<file path="src/rtl/irq_prio_sched.sv">
// Three-bus (A > B > C) priority interrupt scheduler with request latching, ack/EOI handshake and grant timeout.
// Define IRQ_PRIO_SCHED_ROTATE_EN for round-robin arbitration within each bus; fixed lowest-index priority otherwise.
module irq_prio_sched #(
   parameter int NCH     = 9,
   parameter int CW      = 4,
   parameter int TIMEOUT = 15
) (
   input  logic           clk,
   input  logic           rst_n,
   input  logic [NCH-1:0] req_a,
   input  logic [NCH-1:0] req_b,
   input  logic [NCH-1:0] req_c,
   input  logic [NCH-1:0] en_mask,
   input  logic           irq_ack,
   input  logic           eoi,
   output logic           irq,
   output logic [1:0]     irq_bus,
   output logic [CW-1:0]  irq_chan,
   output logic           busy,
   output logic           timeout_err
);

   // state   | meaning
   // IDLE    | nothing presented, waiting for an enabled pending bit
   // ARB     | one cycle: pick and register the winner
   // GRANT   | irq high, waiting for irq_ack or timeout
   // SERVICE | acked, waiting for eoi; winner still shown on irq_bus/irq_chan
   typedef enum logic [1:0] {
      S_IDLE    = 2'd0,
      S_ARB     = 2'd1,
      S_GRANT   = 2'd2,
      S_SERVICE = 2'd3
   } state_t;

   localparam logic [7:0]    CNT_LAST = 8'(TIMEOUT - 1);
   localparam logic [1:0]    BUS_A    = 2'b01;
   localparam logic [1:0]    BUS_B    = 2'b10;
   localparam logic [1:0]    BUS_C    = 2'b11;
   localparam logic [NCH-1:0] ONE     = NCH'(1);

   state_t         state;
   logic [7:0]     cnt;
   logic [NCH-1:0] pend_a, pend_b, pend_c;
   logic [NCH-1:0] qual_a, qual_b, qual_c;
   logic [NCH-1:0] clr_a, clr_b, clr_c;
   logic [CW-1:0]  start_a, start_b, start_c;
   logic [CW:0]    pick_a, pick_b, pick_c;
   logic           any_qual;
   logic           win_valid;
   logic [1:0]     win_bus;
   logic [CW-1:0]  win_chan;
   logic           ack_take;

   // Circular search beginning just after 'start'; 'start' itself is examined last.
   // Iterating from lowest to highest priority lets the last hit stand as the winner.
   function automatic logic [CW:0] pick(input logic [NCH-1:0] v, input logic [CW-1:0] start);
      logic [CW:0] r;
      int          j;
      r = '0;
      for (int k = NCH; k >= 1; k--) begin
         j = int'(start) + k;
         if (j >= NCH) j = j - NCH;
         if (v[j]) r = {1'b1, CW'(j)};
      end
      return r;
   endfunction

`ifdef IRQ_PRIO_SCHED_ROTATE_EN
   logic [CW-1:0] last_a, last_b, last_c;

   always_ff @(posedge clk or negedge rst_n) begin
      if (!rst_n) begin
         last_a <= '0;
         last_b <= '0;
         last_c <= '0;
      end else if (ack_take) begin
         case (irq_bus)
            BUS_A:   last_a <= irq_chan;
            BUS_B:   last_b <= irq_chan;
            BUS_C:   last_c <= irq_chan;
            default: ;
         endcase
      end
   end

   assign start_a = last_a;
   assign start_b = last_b;
   assign start_c = last_c;
`else
   // A start of NCH-1 makes the circular search plain lowest-index-first.
   assign start_a = CW'(NCH - 1);
   assign start_b = CW'(NCH - 1);
   assign start_c = CW'(NCH - 1);
`endif

   assign qual_a   = pend_a & en_mask;
   assign qual_b   = pend_b & en_mask;
   assign qual_c   = pend_c & en_mask;
   assign any_qual = (|qual_a) | (|qual_b) | (|qual_c);

   assign pick_a = pick(qual_a, start_a);
   assign pick_b = pick(qual_b, start_b);
   assign pick_c = pick(qual_c, start_c);

   always_comb begin
      win_valid = 1'b1;
      win_bus   = 2'b00;
      win_chan  = '0;
      if (pick_a[CW]) begin
         win_bus  = BUS_A;
         win_chan = pick_a[CW-1:0];
      end else if (pick_b[CW]) begin
         win_bus  = BUS_B;
         win_chan = pick_b[CW-1:0];
      end else if (pick_c[CW]) begin
         win_bus  = BUS_C;
         win_chan = pick_c[CW-1:0];
      end else begin
         win_valid = 1'b0;
      end
   end

   assign ack_take = (state == S_GRANT) && irq_ack;

   // Clearing the acked bit takes precedence over a same-edge set of that bit.
   always_comb begin
      clr_a = '0;
      clr_b = '0;
      clr_c = '0;
      if (ack_take) begin
         case (irq_bus)
            BUS_A:   clr_a = ONE << irq_chan;
            BUS_B:   clr_b = ONE << irq_chan;
            BUS_C:   clr_c = ONE << irq_chan;
            default: ;
         endcase
      end
   end

   always_ff @(posedge clk or negedge rst_n) begin
      if (!rst_n) begin
         pend_a <= '0;
         pend_b <= '0;
         pend_c <= '0;
      end else begin
         pend_a <= (pend_a | (req_a & en_mask)) & ~clr_a;
         pend_b <= (pend_b | (req_b & en_mask)) & ~clr_b;
         pend_c <= (pend_c | (req_c & en_mask)) & ~clr_c;
      end
   end

   always_ff @(posedge clk or negedge rst_n) begin
      if (!rst_n) begin
         state       <= S_IDLE;
         cnt         <= '0;
         irq         <= 1'b0;
         irq_bus     <= 2'b00;
         irq_chan    <= '0;
         busy        <= 1'b0;
         timeout_err <= 1'b0;
      end else begin
         timeout_err <= 1'b0;
         case (state)
            S_IDLE: begin
               if (any_qual) begin
                  state <= S_ARB;
                  busy  <= 1'b1;
               end
            end
            S_ARB: begin
               if (win_valid) begin
                  state    <= S_GRANT;
                  irq      <= 1'b1;
                  irq_bus  <= win_bus;
                  irq_chan <= win_chan;
                  cnt      <= '0;
               end else begin
                  state <= S_IDLE;
                  busy  <= 1'b0;
               end
            end
            S_GRANT: begin
               if (irq_ack) begin
                  state <= S_SERVICE;
                  irq   <= 1'b0;
               end else if (cnt == CNT_LAST) begin
                  state       <= S_IDLE;
                  irq         <= 1'b0;
                  busy        <= 1'b0;
                  irq_bus     <= 2'b00;
                  irq_chan    <= '0;
                  timeout_err <= 1'b1;
               end else begin
                  cnt <= cnt + 8'd1;
               end
            end
            S_SERVICE: begin
               if (eoi) begin
                  state    <= S_IDLE;
                  busy     <= 1'b0;
                  irq_bus  <= 2'b00;
                  irq_chan <= '0;
               end
            end
            default: begin
               state <= S_IDLE;
               busy  <= 1'b0;
               irq   <= 1'b0;
            end
         endcase
      end
   end

endmodule

</file>
<file path="config.mk">
export PLATFORM = sky130hd
export DESIGN_NAME = irq_prio_sched
export DESIGN_NICKNAME = d
export VERILOG_FILES = /design/src/rtl/irq_prio_sched.sv
export SDC_FILE = /design/constraint.sdc
export NUM_CORES = 1
export LEC_CHECK = 0
export ABC_CLOCK_PERIOD_IN_PS = 3150
export CORE_UTILIZATION = 43
export CTS_BUF_LIST = sky130_fd_sc_hd__clkbuf_8 sky130_fd_sc_hd__clkbuf_16
export CTS_CLUSTER_DIAMETER = 80
export CTS_CLUSTER_SIZE = 8
export DETAILED_ROUTE_END_ITERATION = 8
export MAX_ROUTING_LAYER = met4
export PLACE_DENSITY = 0.73
export SETUP_SLACK_MARGIN = 0.4
export SLEW_MARGIN = 40
export SYNTH_ARGS = -nofsm -noshare
export SYNTH_HDL_FRONTEND = slang
export SYNTH_SLANG_ARGS = --single-unit
</file>
<file path="constraint.sdc">
create_clock -name clk -period 3.15 [get_ports clk]
set_input_delay 0.315 -clock clk [delete_from_list [all_inputs] [get_ports clk]]
set_output_delay 0.315 -clock clk [all_outputs]
set_load 0.005 [all_outputs]
</file>
==> results of run 1 <==
-- flip-flops by register name (all words and copies together) (netlist names) --
signal,cells
busy,1
cnt,8
irq,1
irq_bus,2
irq_chan,4
pend_a,9
pend_b,9
pend_c,9
state,2
timeout_err,1
-- stage by stage --
stage | std cells | hold slack (ps) | setup WS, ps
global route | 449 | 59.82 | 417.2
CTS | 449 | 38.51 | 447.7
detailed placement | 442 | 365.0 | 175.3
finish | 449 | 8.027 | 541.8
floorplan | 316 | 19.41 | 574.4
global placement | 442 | 506.6 | 292.5
-- kinds of logic (layout without fill, tap and decap cells) --
family | Yosys count | count (layout) | share of synthesized area, %
compound gates | 120 | 120 | 26.74
simple gates | 110 | 110 | 20.24
flops | 46 | 46 | 42.12
buf+inv | 23 | 81 | 3.617
mux | 10 | 10 | 4.075
fa+ha+maj | 7 | 7 | 3.205
-- cell type report --
cell class	count	area, µm²
clock buffers	6	82.58
inverters	8	30.03
clock inverters	1	30.03
multi-input cells	247	1494
well taps	75	93.84
fillers	561	2529
flip-flops and latches	46	1151
repair buffers	66	615.6
-- worst paths after layout --
path,end,startpoint,slack [ps]
max in group asynchronous,pend_c[0]$_DFF_PN0_,rst_n,2720
setup reg to reg,busy$_DFFE_PN0P_,pend_a[8]$_DFF_PN0_,570
setup / recovery,busy$_DFFE_PN0P_,en_mask[6],540
hold / removal,pend_b[2]$_DFF_PN0_,rst_n,8
hold reg to reg,irq$_DFFE_PN0P_,irq$_DFFE_PN0P_,560
min in group clk,irq$_DFFE_PN0P_,irq$_DFFE_PN0P_,560
-- cell usage after synthesis, drive strengths merged (3+ instances only) --
library cell / instances / area, µm²
a21oi: 65 / 325.3
dfrtp: 46 / 1151
nand2: 37 / 138.9
nor2: 20 / 77.58
o21ai: 16 / 80.08
nor3: 12 / 76.33
clkbuf: 10 / 37.54
nand3: 10 / 50.05
a22oi: 9 / 67.56
inv: 8 / 30.03
ha: 7 / 87.58
mux2: 6 / 71.31
buf: 5 / 31.28
a32oi: 4 / 35.03
mux2i: 4 / 40.04
nand4: 4 / 25.02
nor2b: 4 / 25.02
nor3b: 4 / 30.03
a21boi: 3 / 22.52
a221o: 3 / 30.03
a22o: 3 / 26.28
a311o: 3 / 30.03
and3: 3 / 18.77
nand2b: 3 / 18.77
nor4: 3 / 18.77
or3: 3 / 18.77
-- placed cells by master (no fill, tap or decap), drive strengths merged, types with 8 or more instances in the layout --
cell type	netlist	layout
dfrtp	46	46
clkdlybuf4s50	0	46
inv	8	8
a21oi	65	65
buf	5	19
nand2	37	37
o21ai	16	16
nor2	20	20
nand3	10	10
nor3	12	12
a22oi	9	9
-- critical path, delay by kind of cell --
family | cells | cell delay (ps)
simple gates | 3 | 970
buf+inv | 1 | 550
mux | 1 | 290
compound gates | 2 | 670
-- where the power goes --
part,leakage [nW],switching [mW],internal (mW)
Clock,0.0573,0.203,0.254
Combinational,0.834,0.387,0.354
Sequential,0.488,0.104,0.667
Total,1.38,0.695,1.27
-- per-layer routing --
| metal | up-vias | GRT usage (%) | part of all wire, % |
|---|---|---|---|
| li1 | 1289 | - | - |
| met2 | 104 | 37.42 | 45 |
| met3 | 12 | 3.444 | 5.8 |
| met1 | 1303 | 36.05 | 48 |
| met4 | 0 | 7.719 | 1.7 |
| met5 | - | - | 0 |
==> results.sh, run 1 <==
export IMPL_status="completed"
export IMPL_synth_cell_area_um2=2733
export IMPL_fin_area_um2=3497
export IMPL_hold_viol=0
export IMPL_grt_antenna_before_repair=0
export IMPL_clockBufferDepth=2
export IMPL_grt_usage_pct=25.37
export IMPL_synth_ff_type="dfrtp_1"
export IMPL_via_per_inst=6.031
export IMPL_rsz0062_at_grt="false"
export IMPL_yosys_warnings=0
export IMPL_slowest_stage="or4b_1"
export IMPL_setup_violations=0
export IMPL_wire_per_inst_um=16.95
export IMPL_ys_ff_latch=46
export IMPL_start_util_pct=45.35
export IMPL_firstDrtPassIters=5
export IMPL_cts_resized=0
export IMPL_min_path_type="primary input to asynchronous set/reset pin"
export IMPL_period_share_pct=82.80
export IMPL_synth_cell_types=50
export IMPL_worstMarginPinSlew_ps=598.3
export IMPL_cts_setup_buffers=0
export IMPL_p_per_area_nw_per_um2=563.2
export IMPL_fin_nets=421
export IMPL_grt_pass1_wl_um=12420
export IMPL_drt_wl_total_um=7609
export IMPL_cts_root_buf="clkbuf_8"
export IMPL_syn_nets=363
export IMPL_fin_tns_setup_ps=0
export IMPL_crit_chain="clkdlybuf4s50_1 > a22oi_1 > nand4_1 > or4b_1 > or2_0 > a211o_1 > mux2_4"
export IMPL_vias=2708
export IMPL_skew_ps=8.334
export IMPL_total_power_mw=1.970
export IMPL_worstSetupStartpointType="primary input"
export IMPL_drc_errors=0
export IMPL_ys_seq_area_share_pct=42.12
export IMPL_cts_hold_buf=0
export IMPL_period_needed_ps=2608
export IMPL_clk_latency_ps=300
export IMPL_final_util_pct=58.04
export IMPL_grt_ovfl_total=0
export IMPL_cp_arrival_ps=2800
export IMPL_ant_nets=0
export IMPL_clkSlewWorstSetupHoldPaths_ps=90
export IMPL_io_pins=49
export IMPL_numCtsBuffers=5
export IMPL_cts_tree="done"
export IMPL_crit_type="primary input to flip-flop"
export IMPL_gp_congestion=0.9004
export IMPL_power_leakage_nw=1.379
export IMPL_ff2ff_path_depth=6
export IMPL_syn_avg_cell_area_um2=8.648
export IMPL_async_flop_share_pct=100.0
export IMPL_grt_pass1_vias=2564
export IMPL_layout_drive_gt1_share_pct=9.893
export IMPL_drt_iter0_drc=285
export IMPL_htreeDepth=2
export IMPL_required_ps=3340
export IMPL_die_area_um2=6677
export IMPL_peakVddDrop_mv=0.3056
export IMPL_grt_max_degree=47
export IMPL_place_area_um2=3371
export IMPL_die_width_um=81.72
export IMPL_netlist_instances=316
export IMPL_diodes=0
export IMPL_end_kind="flip-flop"
export IMPL_syn2layout_area_growth_pct=27.98
export IMPL_rows=28
export IMPL_dp_final_hpwl_um=5625
export IMPL_coreArea_um2=6026
export IMPL_slew_headroom_pct=60.11
export IMPL_portBuffers=48
export IMPL_slew_viol_final=0
export IMPL_cts_sinks=46
export IMPL_max_cap_viol_count=0
export IMPL_die_h_um=81.72
export IMPL_max_freq_mhz=383.4
export IMPL_worstPathMaxFanout=9
export IMPL_synth_edf_count=0
export IMPL_critPathMaxStageDelay_ps=570
Note: power is estimated with default switching activity, not from simulation.
==> inputs of run 2 (changes only) <==
--- a/config.mk
+++ b/config.mk
@@ -5,14 +5,14 @@
 export SDC_FILE = /design/constraint.sdc
 export NUM_CORES = 1
 export LEC_CHECK = 0
-export ABC_CLOCK_PERIOD_IN_PS = 3150
+export ABC_CLOCK_PERIOD_IN_PS = 2250
 export CORE_UTILIZATION = 43
 export CTS_BUF_LIST = sky130_fd_sc_hd__clkbuf_8 sky130_fd_sc_hd__clkbuf_16
 export CTS_CLUSTER_DIAMETER = 80
 export CTS_CLUSTER_SIZE = 8
 export DETAILED_ROUTE_END_ITERATION = 8
 export MAX_ROUTING_LAYER = met4
-export PLACE_DENSITY = 0.73
+export PLACE_DENSITY = 0.76
 export SETUP_SLACK_MARGIN = 0.4
 export SLEW_MARGIN = 40
 export SYNTH_ARGS = -nofsm -noshare
==> constraint.sdc (replaced) <==
create_clock -name clk -period 2.25 [get_ports clk]
set_input_delay 0.225 -clock clk [delete_from_list [all_inputs] [get_ports clk]]
set_output_delay 0.225 -clock clk [all_outputs]
set_load 0.005 [all_outputs]
==> run 2 against run 1 <==
The flow now finishes with violations (setup timing). Non-clock buffer count up 61. Die area did not move. Global-route usage rose by 2.8 points. Combinational power is 78% higher. Routed wire length is 17% higher. Critical path depth increased by 1. Clock power is 10% higher. Count of clock-buffer cells in the layout stayed put. Register-to-register slack got worse by 940 ps. Via count rose by 11%. Power rose by 46%. Critical path type unchanged. Largest power group is now combinational logic.
==> results.sh, run 2 (synthesis gave the netlist of run 1 again) <==
export IMPL_status="finished with violations"
export IMPL_violations="setup timing"
export IMPL_r2r_slack_ps=-370
export IMPL_period_share_pct=117.5
export IMPL_min_path_type="primary input to asynchronous set/reset pin"
export IMPL_grt_pass1_vias=2738
export IMPL_grt_max_degree=25
export IMPL_worstPathMaxFanout=9
export IMPL_critPathTopFamily="simple AND/OR/NAND/NOR gates"
export IMPL_end_kind="flip-flop"
export IMPL_firstDrtPassIters=5
export IMPL_reg_largest_list="pend_a: 9 flops, pend_b: 9 flops, pend_c: 9 flops"
export IMPL_worst_path_buf_inv=2
export IMPL_dp_final_hpwl_um=6351
export IMPL_drt_iter0_drc=288
export IMPL_fin_nets=482
export IMPL_worstSetupStartpointType="primary input"
export IMPL_max_cap_viol_count=0
export IMPL_peakVddDrop_mv=0.4317
export IMPL_clkSlewWorstSetupHoldPaths_ps=90
export IMPL_rows=28
export IMPL_grt_pass1_wl_um=13700
export IMPL_layout_commonest_cell="buf_4"
export IMPL_drc_errors=0
export IMPL_final_util_pct=66.55
export IMPL_crit_chain="clkdlybuf4s50_1 > buf_4 > a22oi_1 > nand2_1 > or4b_4 > or2_1 > a211o_1 > mux2_4"
export IMPL_final_cell_mix="72 x buf_4, 65 x a21oi_1, 47 x clkdlybuf4s50_1, 46 x dfrtp_1, 36 x nand2_1"
export IMPL_slew_viol_final=0
export IMPL_hold_ws_ps=476.7
export IMPL_vias=3005
export IMPL_pre_cts_ws_ps=-563.0
export IMPL_numCtsBuffers=5
export IMPL_grt_ovfl_total=0
export IMPL_power_leakage_nw=1.686
export IMPL_wire_per_inst_um=17.51
export IMPL_critPathMaxStageDelay_ps=590
export IMPL_rsz0062_at_grt="true"
export IMPL_setup_violations=18
export IMPL_via_per_inst=5.904
export IMPL_slowest_stage="or4b_4"
export IMPL_diodes=0
export IMPL_cts_tree="done"
export IMPL_cts_root_buf="clkbuf_8"
export IMPL_start_util_pct=45.35
export IMPL_clk_latency_ps=290
export IMPL_die_width_um=81.72
export IMPL_skew_ps=6.440
export IMPL_period_needed_ps=2643
export IMPL_clockBufferDepth=2
export IMPL_grt_antenna_before_repair=0
export IMPL_htreeDepth=2
export IMPL_fin_area_um2=4010
export IMPL_slew_headroom_pct=47.19
export IMPL_required_ps=2430
export IMPL_coreArea_um2=6026
export IMPL_die_area_um2=6677
export IMPL_setup_ws_ps=-393.5
export IMPL_syn2layout_area_growth_pct=46.75
export IMPL_crit_type="primary input to flip-flop"
export IMPL_cp_arrival_ps=2820
export IMPL_io_pins=49
export IMPL_layout_drive_gt1_share_pct=24.19
export IMPL_worstMarginPinSlew_ps=784.9
export IMPL_cts_sinks=46
export IMPL_die_h_um=81.72
export IMPL_max_freq_mhz=378.3
export IMPL_drt_wl_total_um=8911
export IMPL_hold_viol=0
export IMPL_portBuffers=48
export IMPL_grt_usage_pct=28.18
export IMPL_gp_congestion=0.9661
export IMPL_place_area_um2=3702
export IMPL_p_per_area_nw_per_um2=716.6
export IMPL_total_power_mw=2.874
export IMPL_ant_nets=0
run 2: changes by cell type in the layout (fill, tap and decap cells not counted), sizes merged:
cell / before / now
bufinv: 1 / 0
dlymetal6s2s: 1 / 0
clkdlybuf4s50: 46 / 47
dlygate4sd3: 0 / 1
buf: 19 / 79
run 2: metrics by stage:
stage / setup TNS [ps] / std cells
floorplan: -1334 / 316
global placement: -7428 / 484
detailed placement: -8793 / 484
CTS: -3028 / 506
global route: -6706 / 509
finish: -5703 / 509
run 2: per-layer routing:
metal	GRT usage (%)	vias to the layer above	routed length, µm
met5	-	-	0
met4	5.614	0	106
met3	4.000	13	581
met2	41.83	115	4085
met1	41.03	1465	4137
li1	-	1412	-
run 2: final timing paths:
kind | from | end | cells after the start
setup / recovery | en_mask[1] | busy$_DFFE_PN0P_ | 8
hold / removal | rst_n | pend_a[4]$_DFF_PN0_ | 2
setup reg to reg | pend_a[8]$_DFF_PN0_ | busy$_DFFE_PN0P_ | 6
hold reg to reg | irq$_DFFE_PN0P_ | irq$_DFFE_PN0P_ | 2
max in group asynchronous | rst_n | cnt[3]$_DFFE_PN0P_ | 3
min in group clk | irq$_DFFE_PN0P_ | irq$_DFFE_PN0P_ | 2
run 2: report_power, final:
part | internal [mW] | switching [mW] | leakage [nW]
logic | 0.645 | 0.673 | 1.15
registers | 0.933 | 0.117 | 0.488
clock network | 0.238 | 0.268 | 0.0431
total | 1.82 | 1.06 | 1.69
run 2: cell type report:
type	instances	area, µm²
flip-flops and latches	46	1151
multi-input cells	247	1556
well taps	75	93.84
fillers	507	2016
repair buffers	127	1096
inverters	8	30.03
clock buffers	6	82.58
run 2: repair_timing:
action                                 in CTS  in global routing
setup endpoints to repair                  18                 36
pin swaps                                   2                  3
cloned                                      0                  1
endpoints found under the hold margin      23                  0
gates resized for setup                     6                 18
buffers inserted                           15                  2
hold buffers                                1                  0
